`src/rtl/bus_arbiter.sv`:
```
// bus_arbiter: two-master, three-slave arbiter for the serial system bus.
// One master at a time owns the bus under round-robin priority. The owner's
// target slave is latched on the grant edge and drives a one-hot slave enable.
// A hold-limit timer forcibly releases an owner that keeps the bus too long,
// and every ownership change passes through a one-cycle RELEASE gap so the
// slave ports return to idle before the serial lines change source.
//
// Handshake: a master raises mX_req with a valid mX_slave_sel (0..2) and holds
// req high for the whole transaction; mX_grant high means it owns the bus.
// Dropping req ends the tenure. The request is sampled on the rising edge.
module bus_arbiter #(
  parameter int HOLD_LIMIT = 1024
) (
  input  logic       clk,
  input  logic       reset,
  input  logic       m1_req,
  input  logic [1:0] m1_slave_sel,
  input  logic       m2_req,
  input  logic [1:0] m2_slave_sel,
  output logic       m1_grant,
  output logic       m2_grant,
  output logic       m_sel,
  output logic [1:0] slave_sel,
  output logic [2:0] s_en,
  output logic       bus_busy,
  output logic       timeout,
  output logic [1:0] dbg_state
);

  typedef enum logic [1:0] {
    IDLE     = 2'd0,
    GRANT_M1 = 2'd1,
    GRANT_M2 = 2'd2,
    RELEASE  = 2'd3
  } state_e;

  // Last count value before a forced release; HOLD_LIMIT is at most 4095,
  // so the 12-bit hold counter never wraps.
  localparam logic [11:0] HOLD_LAST = 12'(HOLD_LIMIT - 1);

  state_e      state_q,       state_d;
  logic        m1_grant_q,    m1_grant_d;
  logic        m2_grant_q,    m2_grant_d;
  logic        m_sel_q,       m_sel_d;
  logic [1:0]  slave_sel_q,   slave_sel_d;
  logic [2:0]  s_en_q,        s_en_d;
  logic        bus_busy_q,    bus_busy_d;
  logic        timeout_q,     timeout_d;
  logic [11:0] hold_cnt_q,    hold_cnt_d;
  // 1 when m2 was the most recent owner; reset to 1 so m1 wins first contention.
  logic        last_m2_q,     last_m2_d;

  logic        m1_elig;
  logic        m2_elig;

  // A request whose target is 3 is ignored entirely.
  assign m1_elig = m1_req && (m1_slave_sel != 2'd3);
  assign m2_elig = m2_req && (m2_slave_sel != 2'd3);

  // State and registered outputs.
  always_ff @(posedge clk or negedge reset) begin
    if (!reset) begin
      state_q     <= IDLE;
      m1_grant_q  <= 1'b0;
      m2_grant_q  <= 1'b0;
      m_sel_q     <= 1'b0;
      slave_sel_q <= 2'd0;
      s_en_q      <= 3'd0;
      bus_busy_q  <= 1'b0;
      timeout_q   <= 1'b0;
      hold_cnt_q  <= 12'd0;
      last_m2_q   <= 1'b1;
    end else begin
      state_q     <= state_d;
      m1_grant_q  <= m1_grant_d;
      m2_grant_q  <= m2_grant_d;
      m_sel_q     <= m_sel_d;
      slave_sel_q <= slave_sel_d;
      s_en_q      <= s_en_d;
      bus_busy_q  <= bus_busy_d;
      timeout_q   <= timeout_d;
      hold_cnt_q  <= hold_cnt_d;
      last_m2_q   <= last_m2_d;
    end
  end

  // Next-state and next-output logic; m_sel/slave_sel/s_en only move on a grant edge.
  always_comb begin
    state_d     = state_q;
    m1_grant_d  = m1_grant_q;
    m2_grant_d  = m2_grant_q;
    m_sel_d     = m_sel_q;
    slave_sel_d = slave_sel_q;
    s_en_d      = s_en_q;
    timeout_d   = 1'b0;
    hold_cnt_d  = hold_cnt_q;
    last_m2_d   = last_m2_q;

    case (state_q)
      IDLE: begin
        m1_grant_d = 1'b0;
        m2_grant_d = 1'b0;
        s_en_d     = 3'd0;
        // m1 wins unless m2 is also eligible and m1 owned the bus last.
        if (m1_elig && (!m2_elig || last_m2_q)) begin
          state_d     = GRANT_M1;
          m1_grant_d  = 1'b1;
          m_sel_d     = 1'b0;
          slave_sel_d = m1_slave_sel;
          s_en_d      = 3'b001 << m1_slave_sel;
          last_m2_d   = 1'b0;
          hold_cnt_d  = 12'd0;
        end else if (m2_elig) begin
          state_d     = GRANT_M2;
          m2_grant_d  = 1'b1;
          m_sel_d     = 1'b1;
          slave_sel_d = m2_slave_sel;
          s_en_d      = 3'b001 << m2_slave_sel;
          last_m2_d   = 1'b1;
          hold_cnt_d  = 12'd0;
        end
      end

      GRANT_M1: begin
        if (!m1_req) begin
          state_d    = RELEASE;
          m1_grant_d = 1'b0;
          s_en_d     = 3'd0;
        end else if (hold_cnt_q == HOLD_LAST) begin
          state_d    = RELEASE;
          m1_grant_d = 1'b0;
          s_en_d     = 3'd0;
          timeout_d  = 1'b1;
        end else begin
          hold_cnt_d = hold_cnt_q + 12'd1;
        end
      end

      GRANT_M2: begin
        if (!m2_req) begin
          state_d    = RELEASE;
          m2_grant_d = 1'b0;
          s_en_d     = 3'd0;
        end else if (hold_cnt_q == HOLD_LAST) begin
          state_d    = RELEASE;
          m2_grant_d = 1'b0;
          s_en_d     = 3'd0;
          timeout_d  = 1'b1;
        end else begin
          hold_cnt_d = hold_cnt_q + 12'd1;
        end
      end

      RELEASE: begin
        // Dead cycle: nobody drives the slave ports, then back to arbitration.
        state_d    = IDLE;
        m1_grant_d = 1'b0;
        m2_grant_d = 1'b0;
        s_en_d     = 3'd0;
      end

      default: begin
        state_d    = IDLE;
        m1_grant_d = 1'b0;
        m2_grant_d = 1'b0;
        s_en_d     = 3'd0;
      end
    endcase

    bus_busy_d = m1_grant_d | m2_grant_d;
  end

  assign m1_grant  = m1_grant_q;
  assign m2_grant  = m2_grant_q;
  assign m_sel     = m_sel_q;
  assign slave_sel = slave_sel_q;
  assign s_en      = s_en_q;
  assign bus_busy  = bus_busy_q;
  assign timeout   = timeout_q;
  assign dbg_state = state_q;

endmodule

```
`config.mk`:
```
export PLATFORM = sky130hd
export DESIGN_NAME = bus_arbiter
export DESIGN_NICKNAME = d
export VERILOG_FILES = /design/src/rtl/bus_arbiter.sv
export SDC_FILE = /design/constraint.sdc
export NUM_CORES = 1
export LEC_CHECK = 0
export ABC_AREA = 0
export CAP_MARGIN = 15
export CELL_PAD_IN_SITES_DETAIL_PLACEMENT = 1
export CELL_PAD_IN_SITES_GLOBAL_PLACEMENT = 2
export CORE_ASPECT_RATIO = 0.9
export CORE_MARGIN = 4
export CORE_UTILIZATION = 33
export DETAILED_ROUTE_END_ITERATION = 8
export GPL_TIMING_DRIVEN = 0
export PLACE_DENSITY = 0.76
export SLEW_MARGIN = 20
export SYNTH_ARGS = -nofsm -noshare
export SYNTH_HDL_FRONTEND = slang
export SYNTH_SLANG_ARGS = --single-unit
```
`constraint.sdc`:
```
create_clock -name clk -period 2 [get_ports clk]
set_input_delay 0.6 -clock clk [delete_from_list [all_inputs] [get_ports clk]]
set_output_delay 0.6 -clock clk [all_outputs]
set_load 0.01 [all_outputs]
```
==> results of run 1 <==
==> registers in the layout (all words and copies together), names as in the netlist, 2 cells and up <==
register,count
hold_cnt_q,12
s_en,3
dbg_state,2
slave_sel,2
==> through the flow <==
step | cell area [um2] | power, W | hold WS [ns] | instances | TNS [ns]
floorplan | 1480 | 0.00149 | 0.304 | 159 | 0
global placement | 1740 | 0.00191 | 0.458 | 238 | -8.08
detailed placement | 1740 | 0.00195 | 0.469 | 238 | -8.52
CTS | 1830 | 0.00238 | 0.332 | 246 | 0
global route | 1960 | 0.00273 | 0.354 | 254 | -0.0557
finish | 1960 | 0.00252 | 0.321 | 254 | 0
==> per-layer routing <==
| metal | global-route usage (%) | vias up |
|---|---|---|
| met5 | 0 | - |
| li1 | - | 662 |
| met1 | 22.1 | 726 |
| met3 | 3.27 | 2 |
| met4 | 3.50 | 0 |
| met2 | 26.9 | 17 |
==> power groups by stage <==
| stage | combinational (W) | sequential (W) | clock, W |
|---|---|---|---|
| after CTS | 0.00129 | 0.000761 | 0.000326 |
| after global placement | 0.00114 | 0.000769 | 0 |
| final | 0.00144 | 0.000769 | 0.000313 |
| after global routing | 0.00158 | 0.000796 | 0.000354 |
| after detailed placement | 0.00118 | 0.000776 | 0 |
| after floorplan | 0.000702 | 0.000787 | 0 |
==> worst max-delay path by stage <==
stage | start | endpoint | slack (ns) | cells past startpoint
after global placement | m2_req | hold_cnt_q[0]$_DFFE_PN0P_ | -0.58 | 6
final | m1_slave_sel[1] | hold_cnt_q[4]$_DFFE_PN0P_ | 0.07 | 6
after detailed placement | m2_req | hold_cnt_q[0]$_DFFE_PN0P_ | -0.59 | 6
after CTS | dbg_state[1]$_DFFE_PN0P_ | hold_cnt_q[4]$_DFFE_PN0P_ | 0.003 | 6
after global routing | hold_cnt_q[0]$_DFFE_PN0P_ | dbg_state[1]$_DFFE_PN0P_ | -0.05 | 7
after floorplan | dbg_state[0]$_DFFE_PN0P_ | hold_cnt_q[0]$_DFFE_PN0P_ | 0.09 | 7
==> area by class of cell <==
class,count,area [um2]
clock inverters,1,5.00
multi-input cells,118,855
inverters,10,37.5
well taps,60,75.1
repair buffers,31,275
plain buffers,6,46.3
fillers,493,2250
clock buffers,3,41.3
flip-flops and latches,25,629
==> layout by cell type, fill, tap and decap left out, types with 3 or more instances in the layout <==
cell                               n
sky130_fd_sc_hd__inv_2             3
sky130_fd_sc_hd__mux2i_1           3
sky130_fd_sc_hd__a21o_1            6
sky130_fd_sc_hd__clkdlybuf4s50_1  14
sky130_fd_sc_hd__nand2_1          17
sky130_fd_sc_hd__nand3_1           9
sky130_fd_sc_hd__nor2_1            9
sky130_fd_sc_hd__a21oi_1           9
sky130_fd_sc_hd__ha_2              3
sky130_fd_sc_hd__nand4_1           4
sky130_fd_sc_hd__buf_4            13
sky130_fd_sc_hd__o21ai_0           9
sky130_fd_sc_hd__inv_1             7
sky130_fd_sc_hd__clkbuf_8          3
sky130_fd_sc_hd__and3_1            5
sky130_fd_sc_hd__dfrtp_1          22
sky130_fd_sc_hd__o22ai_1           3
sky130_fd_sc_hd__o31ai_1           4
==> cell families (layout without fill, tap and decap cells) <==
family          Yosys count  count (layout)  share of synthesized area [%]
flops                    25              25                           42.4
fa+ha+maj                 5               5                           4.23
buf+inv                  16              51                           4.40
compound gates           51              51                           26.0
simple gates             59              59                           20.9
mux                       3               3                           2.03
==> timing repair <==
| item | CTS | global route |
|---|---|---|
| gates cloned | 0 | 0 |
| hold endpoints to repair | 0 | 0 |
| endpoints found under the setup margin | 20 | 19 |
| pin swaps | 1 | 5 |
| gates resized for setup | 7 | 26 |
| setup buffers | 4 | 8 |
==> results.yml, run 1 <==
outcome:
  run_status: "finished, final reports clean"
synth:
  syn-num-nets: 172
  synth_area_mm2: 0.00148
  post_synth_num_cell_types: 45
  ys_ff_latch: 25
  yosysSeqAreaShare_pct: 42.4
  postSynth.topFlopCell: "sky130_fd_sc_hd__dfrtp_1"
  synthesis.area_per_instance_um2: 9.29
  synth-edff-count: 0
  post_synth_main_area_contributors: "sky130_fd_sc_hd__dfrtp_1, sky130_fd_sc_hd__nand2_1, sky130_fd_sc_hd__ha_1"
  synth-warning-count: 0
  synthMostInstantiatedCell: "sky130_fd_sc_hd__dfrtp_1"
  synthesized_netlist_cell_count: 159
  synth_top_cells_by_count: "sky130_fd_sc_hd__dfrtp_1, sky130_fd_sc_hd__nand2_1, sky130_fd_sc_hd__a21oi_1, sky130_fd_sc_hd__nand3_1, sky130_fd_sc_hd__nor2_1"
  synthArstFlopShare_pct: 100
  synth_area_leader_cell: "sky130_fd_sc_hd__dfrtp_1"
  synth_top_area_share_pct: 40.6
setup_path:
  critical_path_launch_point_type: "primary input"
  critPathMaxStageDelay_ns: 0.56
  critical_path.n_buffers_inverters: 2
  required_ns: 2.15
  worst_r2r_startpoint: "dbg_state[1]$_DFFE_PN0P_"
  critical_path.top_delay_family: "compound AO/OA/AOI/OAI gates"
  timing.reg2reg.setup_slack_ns: 0.08
  worstPathArrival_ns: 2.09
  ff2ff_path_depth: 8
  rr_endpoint: "hold_cnt_q[4]$_DFFE_PN0P_"
  setup.worst_path.class: "primary input to flop"
  cp_max_fo: 6
  critPathSlowestCell: "sky130_fd_sc_hd__clkdlybuf4s50_1"
  worst_setup_path_end_kind: "flop"
  cp_cell_sequence: "clkdlybuf4s50_1 -> a21boi_4 -> o31a_4 -> buf_4 -> a41oi_1 -> a21oi_1"
cts:
  cts_tree: "yes"
  htreeDepth: 1
  cts_hold_repair.buffers: 0
  cts.path.max_buffers: 2
  clock-root-buffer: "sky130_fd_sc_hd__clkbuf_8"
  sink_count: 25
  worst_skew_pair.late_latency_ns: 0.27
  clkSlewWorstSetupHoldPaths_ns: 0.09
  cts_buffers: 3
floorplan:
  core_area_mm2: 0.00421
  start_util_pct: 35.1
  chipWidth_um: 78.5
  num_rows: 22
  die_height_um: 71.5
  fp.dieArea_mm2: 0.00561
  io_count: 20
cells_and_area:
  final_util_pct: 46.6
  drive_gt1_share_pct: 23.2
  fin_nets: 208
  area_delta_synth_final_pct: 32.9
  antenna_cells_inserted: 0
global_routing:
  grt_remaining_overflow: 0
  largest_net_degree_at_the_start_of_global_routing: 26
  grt_first_pass_wirelength_um: 7290
  antenna_found_initial: 0
  number_of_global_route_vias_before_repair: 1458
  track_usage_pct: 16.3
drt:
  drt_drc_violations_left: 0
  viasPerCell: 5.54
  via_count: 1407
  top_layer_used: "met4"
  wl_met3_um: 76
  detail_route.iter0.violations: 83
  drt-met1-wl_um: 2200
  wl_per_cell_um: 17.3
  drt_pass1_iterations: 4
  wl_um: 4400
  met2RoutedLength_um: 2100
  final_antenna_net_count: 0
pwr:
  cellLeakagePower_nw: 0.912
  intPower_w: 0.00146
  swShare_pct: 42.1
  power.switching_w: 0.00106
  p_comb_share_pct: 57.1
  power.clock.fraction_pct: 12.4
  irDropWorstVdd_mv: 0.557
  seq_power_share_pct: 30.5
  power_density_of_the_placed_cells_mw_per_mm2: 1280
sta:
  fin_crit_ns: 1.93
  finalClockSkew_ns: 0.00495
  timing.slew.headroom_pct: 59.5
  finalWorstSetupSlack_ns: 0.0658
  clock.fmax_ghz: 0.517
  fin_crit_sh_pct: 96.7
  tightest_slew_ns: 0.608
  finalHoldViolations: 0
  slew_viol_final: 0
  setup_violations: 0
place:
  detailed_place_hpwl_um: 3110
  place.gp.congestion: 0.733
  dpl_worst_slack_ns: -0.592
  buffers_on_ports: 19
run:
  max_cap_viol_count: 0
min_path:
  hp-class: "primary input to asynchronous set/reset pin"
Power figures use the tool's default switching activity.
==> run 2, diff against run 1 <==
--- a/config.mk
+++ b/config.mk
@@ -12,6 +12,7 @@
 export CORE_ASPECT_RATIO = 0.9
 export CORE_MARGIN = 4
 export CORE_UTILIZATION = 33
+export CTS_CLUSTER_SIZE = 14
 export DETAILED_ROUTE_END_ITERATION = 8
 export GPL_TIMING_DRIVEN = 0
 export PLACE_DENSITY = 0.76
==> results of run 2 <==
No change in the layout: final DEF, timing and power equal those of run 1.
